[src/rtl/pc_sequencer.sv]
// Program-counter sequencer: fetches one instruction word at a time from
// instruction memory and issues it, advancing sequentially or on a redirect.
module pc_sequencer #(
  parameter logic [5:0] RESET_PC = 6'd0
) (
  input  logic       Clk,
  input  logic       Reset_n,
  output logic       IMemReq,
  output logic [5:0] IMemAddr,
  input  logic       IMemAck,
  output logic       InstrValid,
  output logic [5:0] PC,
  output logic [5:0] PCNext,
  input  logic       Redirect,
  input  logic [5:0] PCJin,
  input  logic       Stall,
  output logic [7:0] RetireCount
);

  typedef enum logic [1:0] {
    IDLE,
    FETCH,
    ISSUE
  } state_t;

  state_t     state, state_nx;
  logic [5:0] addr_q, addr_nx;
  logic [5:0] pc_q, pc_nx;
  logic [7:0] retire_q, retire_nx;

  always_ff @(posedge Clk or negedge Reset_n) begin
    if (!Reset_n) begin
      state    <= IDLE;
      addr_q   <= RESET_PC;
      pc_q     <= RESET_PC;
      retire_q <= '0;
    end else begin
      state    <= state_nx;
      addr_q   <= addr_nx;
      pc_q     <= pc_nx;
      retire_q <= retire_nx;
    end
  end

  always_comb begin
    state_nx  = state;
    addr_nx   = addr_q;
    pc_nx     = pc_q;
    retire_nx = retire_q;
    unique case (state)
      IDLE: state_nx = FETCH;
      FETCH: begin
        if (IMemAck) begin
          pc_nx    = addr_q;
          state_nx = ISSUE;
        end
      end
      ISSUE: begin
        // Redirect wins over Stall; a stall simply holds everything in place.
        if (Redirect) begin
          addr_nx   = PCJin;
          retire_nx = retire_q + 8'd1;
          state_nx  = FETCH;
        end else if (!Stall) begin
          addr_nx   = pc_q + 6'd1;
          retire_nx = retire_q + 8'd1;
          state_nx  = FETCH;
        end
      end
      default: state_nx = IDLE;
    endcase
  end

  assign IMemReq     = (state == FETCH);
  assign InstrValid  = (state == ISSUE);
  assign IMemAddr    = addr_q;
  assign PC          = pc_q;
  assign PCNext      = pc_q + 6'd1;
  assign RetireCount = retire_q;

endmodule

[config.mk]
export PLATFORM = sky130hd
export DESIGN_NAME = pc_sequencer
export DESIGN_NICKNAME = d
export VERILOG_FILES = /design/src/rtl/pc_sequencer.sv
export SDC_FILE = /design/constraint.sdc
export NUM_CORES = 1
export LEC_CHECK = 0
export CAP_MARGIN = 20
export CORE_MARGIN = 2
export CORE_UTILIZATION = 43
export DETAILED_ROUTE_END_ITERATION = 10
export GPL_TIMING_DRIVEN = 0
export PLACE_DENSITY_LB_ADDON = 0.2
export SLEW_MARGIN = 20
export SYNTH_ARGS = -nofsm -noshare
export SYNTH_HDL_FRONTEND = slang
export SYNTH_SLANG_ARGS = --single-unit
[constraint.sdc]
create_clock -name Clk -period 1.68 [get_ports Clk]
set_clock_uncertainty 0.1 [all_clocks]
set_input_delay 0.252 -clock Clk [delete_from_list [all_inputs] [get_ports Clk]]
set_output_delay 0.252 -clock Clk [all_outputs]
set_load 0.01 [all_outputs]
==> metrics, run 1 <==
status finished with violations; failing checks setup timing; post-synth cell types 29; switching share of power 35.0%; fraction of layout cells with a size suffix above 1 29.9%; TNS Setup -0.476 ns; mapped cell area 1060 um2; Hold WC Path Type in -> reg; largest net degree at the start of global routing 23; Routed WL 2570 um; combinational share of power 53.3%; DIE WIDTH 53.6 um; DP Area 1460 um2; clk sinks 22; diodes inserted 0; crit path DAT 1.51 ns; post-synthesis sequential area ratio 52.1%; Final Non-Filler Cells 182; starting DRC count in detailed routing 9; I/O pin total 39; port bufs 37; Total GRT Usage 19.4%; routed length per instance 14.1 um; Cell Pwr Density 1640 nW/um2; Synth Warn # 0; die area 2870 um2; Cells after Synth 95; gr ovfl total 0; initial antenna violation count 0; TritonCTS clock tree built; minimum clock period 1.86 ns; RSZ-0062 raised after global routing yes; ANT nets after route 0; Seq cells post-synth 22; Clock Path Buffers 2; core area 2280 um2; Leak 0.790 nW; number of global-route vias before repair 844; fmax 538 MHz; max-slew violation count 0; gp weighted congestion 0.703; Seq pwr share 31.6%; Peak VDD IR 1.21 mV; Slew @ Worst Pin 0.491 ns; Area Growth Syn to Fin 58.5%; # setup viols final 4; CP Capture Type output pin; syn_area_per_cell 11.1 um2; critical path class reg -> out; vias per inst 5.04; Internal 1.79 mW; count of final hold-check violations 0; CP Data Required Time 1.33 ns; DRT Pass-1 Iters 4; Mapped Nets 108; slew margin rel. 67.3%; Starting Density 46.5%; fin nets 168; Final Cycle Share 111%; clock latency on the worst-skew pair 0.32 ns; Via Count 917; P_sw 0.964 mW; placed cells 160; H-tree levels 1; Core Util, Final 73.6%; HPWL Detailed 1680 um; TritonCTS Buffers 3; Clock power frac 15.1%; total power 2.76 mW; Worst setup SP type flop; post-route cell area 1680 um2; first-pass GRT wire length 3800 um; # Max-Cap Violations 0; Root Buffer clkbuf_4; num rows 17; final worst slack -0.180 ns; clk slew on worst S/H paths 0.14 ns; crit-path max FO 3; Die Y 53.6 um; DRC 0
-- path summary, 6_finish.rpt --
kind	endpoint	slack, ns	cells after the start	from
hold reg to reg	RetireCount[7]	0.38	1	RetireCount[7]
max in group asynchronous	PC[2]	0.83	2	Reset_n
min in group asynchronous	RetireCount[4]	0.30	2	Reset_n
setup reg to reg	IMemAddr[4]	0.18	7	PC[0]
hold / removal	IMemAddr[4]	0.17	3	Redirect
setup / recovery	PCNext[5]	-0.18	5	PC[1]
-- state kept, by name (all words and copies together) (netlist names) --
| name | cells |
|---|---|
| PC | 6 |
| state | 2 |
| IMemAddr | 6 |
| RetireCount | 8 |
-- cells in the mapped netlist --
| cell | n | area (um2) |
|---|---|---|
| o21ai_1 | 3 | 15.0 |
| nand2_2 | 1 | 6.26 |
| a21oi_1 | 2 | 10.0 |
| mux2i_1 | 3 | 30.0 |
| o21a_1 | 2 | 15.0 |
| ha_1 | 2 | 25.0 |
| nor2b_4 | 1 | 13.8 |
| dfrtp_1 | 22 | 551 |
| mux2_2 | 5 | 56.3 |
| nand4_1 | 3 | 18.8 |
| buf_4 | 1 | 7.51 |
| nor3_1 | 2 | 10.0 |
| nand2b_4 | 1 | 13.8 |
| nand3_1 | 2 | 10.0 |
| nor2_4 | 1 | 11.3 |
| xor2_1 | 1 | 8.76 |
| and3_1 | 1 | 6.26 |
| nor2_1 | 1 | 3.75 |
| o22ai_1 | 1 | 6.26 |
| nand2b_1 | 2 | 12.5 |
| nor3_4 | 1 | 16.3 |
| inv_1 | 4 | 15.0 |
| or2_2 | 1 | 6.26 |
| o211ai_1 | 1 | 7.51 |
| xnor2_1 | 9 | 78.8 |
| o21ai_0 | 4 | 20.0 |
| nor2b_2 | 1 | 8.76 |
| nand2_1 | 16 | 60.1 |
| clkbuf_8 | 1 | 13.8 |
-- power groups by stage --
stage | Combinational (mW) | Clock [mW] | Sequential [mW]
floorplan | 0.458 | 0 | 0.978
global placement | 1.16 | 0 | 0.921
detailed placement | 1.18 | 0 | 0.928
CTS | 1.34 | 0.420 | 0.859
global route | 1.58 | 0.440 | 0.890
finish | 1.47 | 0.417 | 0.870
-- repair_timing --
item / in CTS / in global routing
endpoints found under the hold margin: 0 / 22
hold buffers: 0 / 1
setup endpoints to repair: 13 / 10
gates resized for setup: 31 / 8
cloned: 0 / 0
setup buffers: 12 / 5
pin swaps: 1 / 4
-- layer usage --
| metal | part of all wire, % | global-route usage (%) | vias up |
|---|---|---|---|
| met2 | 49 | 33.3 | 28 |
| li1 | - | - | 441 |
| met5 | 0 | 0 | - |
| met4 | 1.7 | 9.83 | 0 |
| met1 | 43 | 22.8 | 443 |
| met3 | 6.4 | 4.17 | 5 |
-- worst max-delay path, stage by stage (launching register included) --
cell     delay (ns)
dfrtp_1        0.41
buf_6          0.13
nand3_4        0.09
o21a_1         0.21
or2_4          0.23
buf_6          0.12
-- per-stage QoR --
| stage | hold slack (ns) | setup slack (ns) |
|---|---|---|
| 3_5_place_dp | 0.365 | -0.274 |
| 5_1_grt | 0.189 | -0.237 |
| 6_report | 0.170 | -0.180 |
| 2_1_floorplan | -0.144 | 0.223 |
| 3_3_place_gp | 0.361 | -0.249 |
| 4_1_cts | 0.171 | -0.243 |
-- logic make-up after synthesis --
| kind of cell | Yosys count | share of synthesized area, % |
|---|---|---|
| xor gates and xnor gates | 10 | 8.28 |
| AOI/OAI and AO/OA | 13 | 6.98 |
| and+or+nand+nor | 34 | 18.7 |
| buffers and inverters | 6 | 3.43 |
| DFF | 22 | 52.1 |
| muxes | 8 | 8.17 |
| adders and majority gates | 2 | 2.37 |
-- layout make-up --
| class | count | area [um2] |
|---|---|---|
| fillers | 172 | 601 |
| flip-flops and latches | 22 | 551 |
| multi-input cells | 67 | 518 |
| repair buffers | 55 | 483 |
| well taps | 28 | 35.0 |
| clock inverters | 1 | 30.0 |
| clock buffers | 3 | 22.5 |
| plain buffers | 2 | 21.3 |
| inverters | 4 | 15.0 |
-- layout by cell type, fill, tap and decap left out, types with 2 or more instances in the layout --
| cell type | instances |
|---|---|
| clkdlybuf4s50_1 | 23 |
| dfrtp_1 | 22 |
| nand2_1 | 16 |
| buf_4 | 16 |
| xnor2_1 | 8 |
| dlygate4sd2_1 | 7 |
| mux2_2 | 5 |
| inv_1 | 4 |
| o21ai_0 | 4 |
| buf_2 | 4 |
| nand4_1 | 3 |
| mux2i_1 | 3 |
| o21ai_1 | 3 |
| clkbuf_4 | 3 |
| buf_6 | 3 |
| o21a_1 | 2 |
| nor3_1 | 2 |
| nand2b_1 | 2 |
| a21oi_1 | 2 |
(Power assumes the default switching activity.)
==> run 2: changes to the inputs <==
ABC_CLOCK_PERIOD_IN_PS = 1680   (was unset)
HOLD_SLACK_MARGIN = 0.08   (was unset)
REMOVE_ABC_BUFFERS = 1   (was unset)
==> metrics, run 2 (synthesized netlist as in run 1, its figures left out) <==
Leak 0.796 nW; critical path class reg -> out; TritonCTS Buffers 3; fmax 561 MHz; HPWL Detailed 1670 um; Slew @ Worst Pin 0.494 ns; final worst slack -0.104 ns; # setup viols final 4; CP Data Required Time 1.33 ns; largest net degree at the start of global routing 23; Seq pwr share 34.9%; Die Y 53.6 um; first-pass GRT wire length 4100 um; WHS 0.330 ns; ANT nets after route 0; commonest non-fill, non-tap cell in the layout clkdlybuf4s50_1; Starting Density 46.5%; Cell Pwr Density 1550 nW/um2; FF-to-FF End IMemAddr[4]; Multi-input gate area 544 um2; Worst setup SP type flop; register area 554 um2; status finished with violations; Bufs and invs on worst path 2; crit-path max FO 3; routed length per instance 14.6 um; starting DRC count in detailed routing 5; switching share of power 37.2%; # Max-Cap Violations 0; CP Capture Type output pin; fin nets 164; crit path max-delay cell type dfrtp_2; slew margin rel. 67.1%; fraction of layout cells with a size suffix above 1 30.2%; crit path DAT 1.43 ns; clk slew on worst S/H paths 0.12 ns; R2R Path Start PC[0]; most frequent cells in the layout 22 x clkdlybuf4s50_1, 19 x dfrtp_1, 16 x nand2_1; combinational share of power 56.1%; H-tree levels 1; gp weighted congestion 0.755; clock latency on the worst-skew pair 0.30 ns; Final Non-Filler Cells 177; reg2reg path depth 6; RSZ-0062 raised after global routing yes; failing checks setup timing; Clock Path Buffers 2; Top delay family on crit path flip-flops; diodes inserted 0; Total GRT Usage 20.3%; Peak VDD IR 0.984 mV; crit path cell chain buf_12 > ha_4 > nand3_4 > xnor2_2 > buf_2; Clock power frac 9.0%; Largest register FFs 8; core area 2280 um2; Hold WC Path Type in -> async; minimum clock period 1.78 ns; r2r setup slk 0.27 ns; port bufs 38; num rows 17; DIE WIDTH 53.6 um; number of global-route vias before repair 873; vias per inst 5.05; DRT Pass-1 Iters 4; Routed WL 2590 um; CP peak stage delay 0.47 ns; gr ovfl total 0; max-slew violation count 0; placed cells 159; DRC 0; Area Growth Syn to Fin 57.6%; I/O pin total 39; Root Buffer clkbuf_4; Final Cycle Share 106%; die area 2870 um2; initial antenna violation count 0; Via Count 894; Filler Cells Inserted 180; clk sinks 22; TritonCTS clock tree built; count of final hold-check violations 0; Internal 1.62 mW; P_sw 0.959 mW
run 2: changes by cell type in the layout (fill, tap and decap cells not counted), moves of 3 or more:
cell / before / now
buf_4: 16 / 10
dfrtp_1: 22 / 19
dfrtp_2: 0 / 3
dlymetal6s2s_1: 0 / 3
run 2: worst max-delay path by stage:
stage / startpoint / end / slack [ns] / cells after the start
floorplan: PC[0] / PCNext[5] / 0.22 / 3
global placement: PC[0] / PCNext[5] / -0.25 / 4
detailed placement: PC[0] / PCNext[5] / -0.29 / 4
CTS: PC[1] / PCNext[5] / -0.18 / 4
global route: PC[0] / PCNext[4] / -0.18 / 5
finish: PC[1] / PCNext[4] / -0.10 / 5
run 2: what timing repair did:
| item | 4_1_cts | 5_1_grt |
|---|---|---|
| buffers inserted | 8 | 6 |
| hold buffers | 0 | 1 |
| endpoints found under the hold margin | 0 | 22 |
| setup endpoints to repair | 9 | 11 |
| gates resized for setup | 36 | 14 |
| pin swaps | 4 | 6 |
run 2: final cells by class:
cell class	count	share of cell area (%)
Multi-Input combinational cell	67	32.7
Timing Repair Buffer	53	29.7
Inverter	4	0.901
Clock buffer	3	1.35
Sequential cell	22	33.3
Tap cell	28	2.10
run 2: metrics by stage:
step / power [mW] / area [um2] / utilization, % / setup slack [ns] / setup TNS, ns
after floorplan: 1.43 / 1040 / - / 0.223 / 0
after global placement: 2.07 / 1450 / 63.8 / -0.252 / -2.09
after detailed placement: 2.11 / 1450 / 63.8 / -0.289 / -2.31
after CTS: 2.45 / 1570 / 68.8 / -0.181 / -0.360
after global routing: 2.77 / 1670 / 73.2 / -0.176 / -0.562
final: 2.58 / 1670 / 73.2 / -0.104 / -0.273
run 2: power by group through the flow:
stage	Combinational, mW	Clock (mW)	Sequential (mW)
after CTS	1.31	0.243	0.896
after global routing	1.57	0.265	0.931
after detailed placement	1.18	0	0.930
final	1.45	0.232	0.899
after global placement	1.15	0	0.921
after floorplan	0.447	0	0.978
run 2: per-layer routing:
metal / wire length [um] / GRT usage [%] / vias to the layer above
li1: - / - / 425
met1: 1110 / 26.8 / 439
met2: 1340 / 33.7 / 28
met3: 129 / 2.78 / 2
met4: 13 / 8.12 / 0
met5: 0 / 0 / -
==> run 3: changes to the inputs <==
RECOVER_POWER = 50   (was unset)
==> metrics, run 3 (synthesized netlist as in run 1, its figures left out) <==
minimum clock period 1.79 ns; WL met2 1340 um; initial antenna violation count 0; FF-to-FF End RetireCount[4]; number of global-route vias before repair 873; critical path class reg -> out; reg2reg path depth 5; vias per inst 5.05; most frequent cells in the layout 22 x clkdlybuf4s50_1, 19 x dfrtp_1, 17 x nand2_1; switching share of power 37.2%; count of final hold-check violations 0; clock latency on the worst-skew pair 0.30 ns; Clock power frac 9.1%; R2R Path Start state[1]; I/O pin total 39; Peak VDD IR 0.987 mV; WHS 0.351 ns; status finished with violations; r2r setup slk 0.11 ns; crit path max-delay cell type dfrtp_2; routed length per instance 14.6 um; crit-path max FO 3; Clock Path Buffers 2; die area 2870 um2; HPWL Detailed 1670 um; fmax 559 MHz; RSZ-0062 raised after global routing yes; Worst setup SP type flop; Slew @ Worst Pin 0.549 ns; Area Growth Syn to Fin 55.0%; Internal 1.61 mW; crit path cell chain buf_12 > ha_4 > nand3_4 > xnor2_2 > buf_2; DRC 0; diodes inserted 0; commonest non-fill, non-tap cell in the layout clkdlybuf4s50_1; Via Count 894; combinational share of power 55.7%; Total GRT Usage 20.3%; max-slew violation count 0; P_sw 0.953 mW; core area 2280 um2; TritonCTS clock tree built; Final Cycle Share 106%; gr ovfl total 0; DIE WIDTH 53.6 um; clk slew on worst S/H paths 0.12 ns; Cell Pwr Density 1560 nW/um2; largest net degree at the start of global routing 23; first-pass GRT wire length 4100 um; TritonCTS Buffers 3; failing checks setup timing; ANT nets after route 0; gp weighted congestion 0.755; CP Data Required Time 1.33 ns; fin nets 164; Leak 0.787 nW; CP Capture Type output pin; Routed WL 2590 um; starting DRC count in detailed routing 10; Largest register FFs 8; H-tree levels 1; launch point of the critical path PC[1]; Root Buffer clkbuf_4; max layer used met4; port bufs 38; CP peak stage delay 0.47 ns; Starting Density 46.5%; clk sinks 22; Die Y 53.6 um; total power 2.56 mW; # Max-Cap Violations 0; crit path DAT 1.44 ns; Hold WC Path Type in -> async; met3 wire len 125 um; # setup viols final 4; Filler Cells Inserted 185; M1 WL 1110 um; final worst slack -0.108 ns; fraction of layout cells with a size suffix above 1 26.8%; slew margin rel. 63.4%; Seq pwr share 35.2%; DRT Pass-1 Iters 4; num rows 17
[run 3: power groups by stage]
stage / clock network, mW / logic [mW] / registers (mW)
finish: 0.234 / 1.43 / 0.901
detailed placement: 0 / 1.18 / 0.930
floorplan: 0 / 0.447 / 0.978
global route: 0.265 / 1.55 / 0.930
global placement: 0 / 1.15 / 0.921
CTS: 0.243 / 1.31 / 0.896
[run 3: area by class of cell]
class / instances / area [um2] / share of cell area, %
multi-input combinational: 67 / 520 / 31.8
clock buffer: 3 / 22.5 / 1.37
sequential: 22 / 554 / 33.8
timing repair buffer: 53 / 492 / 30.0
tap: 28 / 35.0 / 2.14
inverter: 4 / 15.0 / 0.916
[run 3: how the worst max path moves through the flow]
stage	end	slack [ns]	depth (start not counted)
2_1_floorplan	PCNext[5]	0.22	3
3_3_place_gp	PCNext[5]	-0.25	4
3_5_place_dp	PCNext[5]	-0.29	4
4_1_cts	PCNext[5]	-0.18	4
5_1_grt	PCNext[4]	-0.18	5
6_report	PCNext[4]	-0.11	5
[run 3: critical path, delay by kind of cell, from the launching register on]
| kind | cells | cell delay, ns |
|---|---|---|
| adder cells (fa/ha/maj) | 1 | 0.17 |
| XOR/XNOR | 1 | 0.12 |
| buffers and inverters | 2 | 0.30 |
| flip-flops | 1 | 0.47 |
| AND/OR/NAND/NOR | 1 | 0.07 |
[run 3: per-stage QoR]
stage	cell area (um2)	setup WS [ns]	utilization, %	setup TNS [ns]	std cells
floorplan	1040	0.223	-	0	93
global placement	1450	-0.252	63.8	-2.09	159
detailed placement	1450	-0.289	63.8	-2.31	159
CTS	1570	-0.181	68.8	-0.360	170
global route	1640	-0.176	72.0	-0.636	177
finish	1640	-0.108	72.0	-0.282	177
[run 3: timing repair]
item | 4_1_cts | 5_1_grt
setup endpoints to repair | 9 | 11
pin swaps | 4 | 6
setup buffers | 8 | 6
hold buffers | 0 | 1
resized for setup | 36 | 14
hold endpoints to repair | 0 | 22
[run 3: routing by layer]
metal	global-route usage, %	vias to the layer above
met5	0	-
met4	8.12	0
met3	2.78	2
met2	33.7	26
met1	26.8	439
li1	-	427
